--- config.mk ---
export PLATFORM = sky130hd
export DESIGN_NAME = generador_pulsos
export DESIGN_NICKNAME = d
export VERILOG_FILES = /design/src/rtl/generador_pulsos_pkg.sv /design/src/rtl/generador_pulsos_temporizador_fase.sv /design/src/rtl/generador_pulsos.sv
export SDC_FILE = /design/constraint.sdc
export NUM_CORES = 1
export LEC_CHECK = 0
export CORE_AREA = 2 2 183 95
export CTS_BUF_LIST = sky130_fd_sc_hd__clkbuf_4 sky130_fd_sc_hd__clkbuf_8
export DETAILED_ROUTE_END_ITERATION = 10
export DIE_AREA = 0 0 185 97
export PLACE_DENSITY = 0.44
export REMOVE_ABC_BUFFERS = 1
export SLEW_MARGIN = 20
export SYNTH_ARGS = -nofsm -noshare
export SYNTH_HDL_FRONTEND = slang
export SYNTH_SLANG_ARGS = --single-unit
export TNS_END_PERCENT = 10
--- constraint.sdc ---
create_clock -name clk -period 3.45 [get_ports clk]
set_input_delay 0.69 -clock clk [delete_from_list [all_inputs] [get_ports clk]]
set_output_delay 0.69 -clock clk [all_outputs]
set_load 0.01 [all_outputs]
--- src/rtl/generador_pulsos_pkg.sv ---
// Shared types and default widths for the pulse-train generator.
package generador_pulsos_pkg;

   localparam int N_W_DEF = 8;
   localparam int T_W_DEF = 16;

   typedef enum logic [1:0] {
      IDLE = 2'd0,
      ALTO = 2'd1,
      BAJO = 2'd2,
      FIN  = 2'd3
   } estado_t;

endpackage

--- src/rtl/generador_pulsos_temporizador_fase.sv ---
// Phase down-counter: load a duration, expiry flag is high on the phase's last cycle.
module temporizador_fase #(
   parameter int T_W = 16
) (
   input  logic           clk,
   input  logic           rst_i,
   input  logic           carga_i,
   input  logic [T_W-1:0] valor_i,
   output logic           expira_o
);

   logic [T_W-1:0] cuenta;

   // A load value of 0 behaves like 1: the phase lasts a single cycle.
   always_ff @(posedge clk) begin
      if (rst_i) begin
         cuenta <= '0;
      end else if (carga_i) begin
         cuenta <= (valor_i == '0) ? '0 : valor_i - 1'b1;
      end else if (cuenta != '0) begin
         cuenta <= cuenta - 1'b1;
      end
   end

   assign expira_o = (cuenta == '0);

endmodule

--- src/rtl/generador_pulsos.sv ---
// Pulse-train generator: N pulses of t_alto high / t_bajo low cycles, then a fin strobe.
// Optional abort input enabled by defining GENERADOR_PULSOS_ABORT_EN.
module generador_pulsos
   import generador_pulsos_pkg::*;
#(
   parameter int N_W = N_W_DEF,
   parameter int T_W = T_W_DEF
) (
   input  logic           clk,
   input  logic           rst_i,
   input  logic           start_i,
   input  logic [N_W-1:0] num_pulsos_i,
   input  logic [T_W-1:0] t_alto_i,
   input  logic [T_W-1:0] t_bajo_i,
`ifdef GENERADOR_PULSOS_ABORT_EN
   input  logic           abort_i,
`endif
   output logic           pulso_o,
   output logic           ocupado_o,
   output logic           fin_o,
   output logic [N_W-1:0] enviados_o
);

   estado_t        estado, estado_sig;
   logic [N_W-1:0] num_q;
   logic [T_W-1:0] t_alto_q, t_bajo_q;
   logic [N_W-1:0] enviados;
   logic           carga, expira, aceptar, incrementar;
   logic [T_W-1:0] valor_carga;

   temporizador_fase #(.T_W(T_W)) u_temporizador (
      .clk      (clk),
      .rst_i    (rst_i),
      .carga_i  (carga),
      .valor_i  (valor_carga),
      .expira_o (expira)
   );

   // A zero-count train spends one low cycle in BAJO, where the count check
   // sends it straight to FIN without ever raising the pulse.
   always_comb begin
      estado_sig  = estado;
      carga       = 1'b0;
      valor_carga = '0;
      aceptar     = 1'b0;
      incrementar = 1'b0;
      case (estado)
         IDLE: begin
            if (start_i) begin
               aceptar = 1'b1;
               carga   = 1'b1;
               if (num_pulsos_i == '0) begin
                  estado_sig = BAJO;
               end else begin
                  estado_sig  = ALTO;
                  valor_carga = t_alto_i;
               end
            end
         end
         ALTO: begin
            if (expira) begin
               estado_sig  = BAJO;
               carga       = 1'b1;
               valor_carga = t_bajo_q;
               incrementar = 1'b1;
            end
         end
         BAJO: begin
            if (expira) begin
               if (enviados < num_q) begin
                  estado_sig  = ALTO;
                  carga       = 1'b1;
                  valor_carga = t_alto_q;
               end else begin
                  estado_sig = FIN;
               end
            end
         end
         FIN:     estado_sig = IDLE;
         default: estado_sig = IDLE;
      endcase
`ifdef GENERADOR_PULSOS_ABORT_EN
      if (abort_i && ((estado == ALTO) || (estado == BAJO))) begin
         estado_sig  = FIN;
         carga       = 1'b0;
         incrementar = 1'b0;
      end
`endif
   end

   // Outputs are decoded from the next state so they change together with it.
   always_ff @(posedge clk) begin
      if (rst_i) begin
         estado    <= IDLE;
         pulso_o   <= 1'b0;
         ocupado_o <= 1'b0;
         fin_o     <= 1'b0;
         enviados  <= '0;
         num_q     <= '0;
         t_alto_q  <= '0;
         t_bajo_q  <= '0;
      end else begin
         estado    <= estado_sig;
         pulso_o   <= (estado_sig == ALTO);
         ocupado_o <= (estado_sig != IDLE);
         fin_o     <= (estado_sig == FIN);
         if (aceptar) begin
            num_q    <= num_pulsos_i;
            t_alto_q <= t_alto_i;
            t_bajo_q <= t_bajo_i;
            enviados <= '0;
         end else if (incrementar) begin
            enviados <= enviados + 1'b1;
         end
      end
   end

   assign enviados_o = enviados;

endmodule

* Word level (Yosys, flattened, before mapping)
Cells that the tools add are included.
** Operators by class
- Reductions and logical operators :: 8
- Magnitude comparators :: 1
- Mux-type cells :: 22
- Add/sub/neg operators :: 3
- Equality and inequality tests :: 5
** Operators by type and width (number)
- two-way mux 16 bit :: 8
- case mux 16 bit (3 select lines) :: 1
- logical NOT 16 bit :: 2
- subtractor 16 x 1 -> 16 bit, second input constant :: 2
- nonzero test 16 bit :: 1
- two-way mux 2 bit :: 5
- adder 8 x 1 -> 8 bit, second input constant :: 1
- logical NOT 8 bit :: 1
- < comparator 8 bit :: 1
- case mux 2 bit (4 select lines) :: 1
- equality test 2 bit, second input constant :: 3
- two-way mux 1 bit :: 6
- equality test 2 x 1 -> 1 bit, second input constant :: 2
- nonzero test 2 bit :: 2
- case mux 1 bit (3 select lines) :: 1
- logical NOT 2 bit :: 1
- OR reduction 2 bit :: 1
** Storage, ports and cells
- Input port bits :: 43
- Register bits after elaboration :: 69
- Output and inout bits :: 11
- Word-level logic and storage cells :: 48

* Logic depth before layout (Yosys ltp)
- Depth after elaboration :: 7
- Gate-level depth with buffers :: 13
- Gate-level depth less buffers :: 12

* Hierarchy
From an unflattened synthesis, not the netlist that was laid out.
** Second synthesis, totals
- Cell total of the unflattened synthesis :: 443
- Area, all modules :: 3656.0 um^2
** Modules (own cells, without submodules)
- generador_pulsos :: seq. area each 1061.0 um^2, cells each 296, times used 1, area each 2436.1 um^2
- temporizador_fase :: seq. area each 320.3 um^2, cells each 147, times used 1, area each 1219.9 um^2

* Worst setup path before layout
No wires, ideal clock.
- Path kind :: register to register
- From :: register u_temporizador.cuenta[7]
- To :: register u_temporizador.cuenta[11]
- Library setup time :: 75 ps
- Required time :: 3375 ps
- Slack :: 262 ps
- Arrival :: 3113 ps
- Clock period less this slack :: 3188 ps
- Path buffers :: 2
- Stages on the path, launching flop included :: 13
- Path through :: dfxtp_1 -> or4_4 -> or3_4 -> or3_1 -> buf_6 -> nor4_4 -> a21oi_1 -> ha_1 -> and2_2 -> nand4_4 -> nand3_4 -> buf_6 -> o22ai_1
** On the way
- Longest elaborated chain between the ends :: 6
- Elaborated cells on any way between the ends :: 15
- Those cells by class :: 2 x add/sub; 9 x mux; 4 x reduce/logical
** RTL lines
- start, declared :: RTL line generador_pulsos_temporizador_fase.sv:12 : logic [T_W-1:0] cuenta;
- start signal, assigned :: RTL line generador_pulsos_temporizador_fase.sv:19 : cuenta <= (valor_i == '0) ? '0 : valor_i - 1'b1;
- start signal, assigned :: RTL line generador_pulsos_temporizador_fase.sv:21 : cuenta <= cuenta - 1'b1;
- logical NOT 16 bit :: RTL line generador_pulsos_temporizador_fase.sv:25 : assign expira_o = (cuenta == '0);
- two-way mux 16 bit (on tied branches) :: RTL line generador_pulsos.sv:69, generador_pulsos.sv:61
- case mux 16 bit (3 select lines) :: RTL line generador_pulsos.sv:47 : case (estado)
- subtractor 16 x 1 -> 16 bit or logical NOT 16 bit (tied branches) :: RTL line generador_pulsos_temporizador_fase.sv:19
- two-way mux 16 bit :: RTL line generador_pulsos_temporizador_fase.sv:19
- two-way mux 16 bit :: RTL line generador_pulsos_temporizador_fase.sv:18 : end else if (carga_i) begin
Parallel ways exist; a longest one is shown, timed or not. The select of a mux whose other input is x is not followed.
A chain may end at the register's enable or synchronous reset.

* Final worst setup path
- From :: register u_temporizador.cuenta[1]
- To :: register u_temporizador.cuenta[11]
The elaborated chain is that of the path after synthesis.

==> PnR_summary.wiki <==
{| class="wikitable"
! Metric !! Value
|-
| Status || complete, no violations
|-
| Synthesized instance count || 479
|-
| Number of enable flip-flop cells after synthesis || 0
|-
| Worst Hold Slack || 0.457 ns
|-
| Synth Area in Compound Gates || 0.203
|-
| Setup crit end kind || flop
|-
| RSZ-0062 raised after global routing || yes
|-
| CTS Sinks || between 60 and 70
|-
| Number of placement rows || 33
|-
| Number of distinct library cell variants in the gate-level netlist after synthesis || 55
|-
| Max-slew violation count || 0
|-
| Data arrival time of the worst path || 3.54 ns
|-
| Summed instance area of the synthesized netlist || 0.00371 sq mm
|-
| Global-route total usage across every layer || 0.126
|-
| Global-route wire length before repair || between 15,000 and 20,000 um
|-
| CP Cell Sequence || inv_1 > ha_1 > or4b_2 > or3_4 > or4_4 > o2111ai_4 > buf_4 > nor2_2 > nand4_4 > nand3_4 > o22ai_1
|-
| H-tree level count || 3
|-
| Drc violations || 0
|-
| Worst R2R Path Depth || 11
|-
| Post-Route WL || 10,900 um
|-
| Worst Hold Path EP || num_q[3]
|-
| Maximum capacitance violations || 0
|-
| Area enclosed by the die boundary || 0.0179 sq mm
|-
| Worst-Skew Late Latency || about 0.36 ns
|-
| Post-Place Worst Slack || -0.0190 ns
|-
| Horiz. Die Dim || around 190 um
|-
| Total of buffers placed on input and output ports || 53
|-
| Type of the worst setup path || reg2reg
|-
| RD Place Congestion || between 0.7 and 0.8
|-
| Delay of the slowest cell on the worst path || approximately 0.63 ns
|-
| Final total power || between 0.003 and 0.004 W
|-
| Post-cts hold buffer count || 0
|-
| Minimum setup slack in the final design || 0.167 ns
|-
| Leakage power of the design || between 1.5 and 2 nW
|-
| Vias in the first global route || 3,440
|-
| Setup slack, reg-to-reg || 0.17 ns
|-
| Inserted Diodes || 0
|-
| Synthesized area per cell || slightly below 8 sq um
|-
| Worst-margin pin slew || 0.699 ns
|-
| Hold path start || num_q[3]
|-
| Skew final || about 0.017 ns
|-
| CTS max path bufs || 2
|-
| Post-Synth Simple-Gate Area || 0.264
|-
| Growth of design area from synthesis to finish || 33.5%
|-
| Post-synthesis sequential area ratio || 0.373
|-
| Share of cells above drive strength 1 || 0.131
|-
| Combinational family with the most area after synthesis || simple AND/OR/NAND/NOR gates
|-
| Total global routing overflow || 0
|-
| Post-Route Utilization || 0.306
|-
| CTS Root Cell || clkbuf_8
|-
| Max_slew headroom || 0.533
|-
| Dominant register cell in the synthesized netlist || dfxtp_1
|-
| Top cells by area in the synthesized netlist || dfxtp_1 37%, nand2_1 12%, a21oi_1 9.4%
|-
| Flip-flop and latch count after synthesis || between 60 and 70
|-
| FFs w/ async S/R, synth || 0
|-
| Post-synthesis mux area share || 0.00270
|-
| Xor/xnor cell area share of the yosys netlist || 0.0732
|-
| Num CTS Buffers || 9
|-
| Initial antenna violation count || 0
|-
| Final count of hold timing violations || 0
|-
| Maximum clock frequency || 305 MHz
|-
| Clock transition time at the flip-flop clock pins of the worst setup and hold paths || 0.08 ns
|-
| Largest vdd supply drop || 244 uV
|-
| Post-DP HPWL || 8250 um
|-
| Detailed router's first-iteration violation count || 152
|-
| Element type at the critical path start || flop
|-
| Starting density of the core || 0.229
|-
| Cell type contributing the most total cell area after synthesis || dfxtp_1
|-
| Worst EP required || 3.71 ns
|-
| Final setup violation count || 0
|-
| Detailed-route via count || 3,461
|-
| Post-layout minimum cycle time || about 3.3 ns
|-
| Height of the die || slightly below 100 um
|-
| Share of the cycle needed by the critical path after routing || 0.952
|-
| Mean number of vias per cell || 4.42
|-
| I/O pin count || 54
|-
| Fraction of synthesized cell area taken by the top area cell type || 0.373
|-
| Final #Nets || 606
|-
| Drt first pass iters || 4
|-
| Core area || 0.0162 sq mm
|-
| Worst min-delay path class || reg2reg
|-
| Cell area power density || ~670 mW/mm^2
|-
| Number of cells on the worst hold path || 2
|-
| WL per Instance || about 14 um
|-
| Antenna violation net count after detailed routing || 0
|-
| Critical register-to-register path startpoint || u_temporizador.cuenta[1]
|-
| CTS tree || yes
|-
| Filler cells || roughly 1,800
|-
| Critical R2R Capture || u_temporizador.cuenta[11]
|-
| Post-Synth Adder-Cell Area || 0.0405
|-
| Maximum fanout count along the critical path || 7
|-
| Critical-path top delay cell || or4b_2
|-
| Count of warnings emitted by yosys || 0
|-
| Pin count of the biggest net entering global routing || 44
|}
-- logic make-up (layout without fill, tap and decap cells) --
kind of cell | after synthesis | after routing
AOI/OAI and AO/OA | 125 | 125
xor gates and xnor gates | 31 | 31
adders and majority gates | 12 | 12
buffers and inverters | 36 | 112
DFF | 69 | 69
muxes | 1 | 1
and+or+nand+nor | 205 | 206
-- per-stage QoR --
step / TNS, ns / instance area (sq um) / std cells
detailed placement: -0.0367 / 4650 / 766
finish: 0 / 4950 / 783
global placement: 0 / 4650 / 766
global route: -0.0134 / 4950 / 783
floorplan: -12.55 / 3590 / 457
CTS: 0 / 4900 / 782
-- worst max-delay path, delay by kind of cell (launching register included) --
family	cells	cell delay, ns
AND/OR/NAND/NOR	6	2.01
AO/OA/AOI/OAI	2	0.44
flip-flops	1	0.34
buffers and inverters	2	0.23
adder cells (fa/ha/maj)	1	0.15
-- registers in the layout, summed over array words and instances (netlist names) --
name,count
estado,2
t_alto_q,16
pulso_o,1
enviados_o,8
fin_o,1
num_q,8
ocupado_o,1
u_temporizador.cuenta,16
t_bajo_q,16
-- timing repair --
action / CTS / global route
setup endpoints to repair: 0 / 14
resized for setup: 0 / 5
setup buffers: 0 / 0
-- layout by cell type (no fill, tap or decap), drive strengths merged, types with 3 or more instances in the layout --
master and count:
o21ai 9, clkbuf 11, o22ai 22, clkdlybuf4s50 53, nand2b 3, or3 5
dfxtp 69, a22o 6, nand4 6, xnor2 17, nor2 29, buf 29
nand3 5, xor2 14, nor2b 3, or2 3, or4 3, and2 5
ha 12, nand2 118, a21oi 70, bufinv 3, inv 15, o211ai 3
nor3 11, nor4 8
-- synthesized netlist by cell type (2+ instances only) --
| master | number |
|---|---|
| o21ai_0 | 8 |
| xor2_1 | 14 |
| nor4_1 | 7 |
| and2_1 | 2 |
| o2bb2ai_1 | 2 |
| o31a_1 | 2 |
| o211ai_1 | 2 |
| a21oi_1 | 70 |
| ha_1 | 12 |
| nand3b_1 | 2 |
| buf_6 | 2 |
| or4_4 | 2 |
| a22o_1 | 6 |
| inv_1 | 14 |
| a31oi_1 | 2 |
| xnor2_1 | 17 |
| clkbuf_1 | 16 |
| dfxtp_1 | 69 |
| and2_2 | 3 |
| o22ai_1 | 21 |
| buf_1 | 2 |
| a211oi_1 | 2 |
| nand2_1 | 118 |
| nand3_1 | 3 |
| nor2b_1 | 3 |
| nand2b_1 | 3 |
| nand4_1 | 5 |
| nor2_2 | 2 |
| or3_1 | 4 |
| or2_2 | 3 |
| nor3_1 | 11 |
| nor2_1 | 27 |
-- power breakdown --
group / switching (W) / internal, W
clock: 0.000331 / 0.000511
sequential: 0.000118 / 0.000948
combinational: 0.000773 / 0.000644
-- cell type report --
class	instances	area (sq um)	share of cell area
Clock buffer	11	145	0.0293
Clock inverter	5	106	0.0215
Timing Repair Buffer	82	761	0.154
Sequential cell	69	1380	0.279
Inverter	14	52.6	0.0106
Multi-Input combinational cell	375	2220	0.448
Tap cell	227	284	0.0574
-- worst max path at each step --
stage                                   startpoint                         to  slack (ns)  depth (start not counted)
after floorplan                            start_i   u_temporizador.cuenta[8]       -0.81                          9
after CTS                 u_temporizador.cuenta[1]  u_temporizador.cuenta[11]        0.08                         11
after detailed placement           num_pulsos_i[0]  u_temporizador.cuenta[12]       -0.02                         11
after global routing      u_temporizador.cuenta[1]   u_temporizador.cuenta[2]      -0.005                         11
final                     u_temporizador.cuenta[1]  u_temporizador.cuenta[11]        0.17                         11
after global placement             num_pulsos_i[0]   u_temporizador.cuenta[8]        0.02                         11
-- layer usage --
metal / up-vias / routed length [um] / track usage
li1: 1817 / - / -
met1: 1594 / 5890 / 0.180
met2: 41 / 4610 / 0.193
met3: 9 / 284 / 0.0267
met4: 0 / 106 / 0.0311
met5: - / 0 / 0
(Power assumes the default switching activity.)
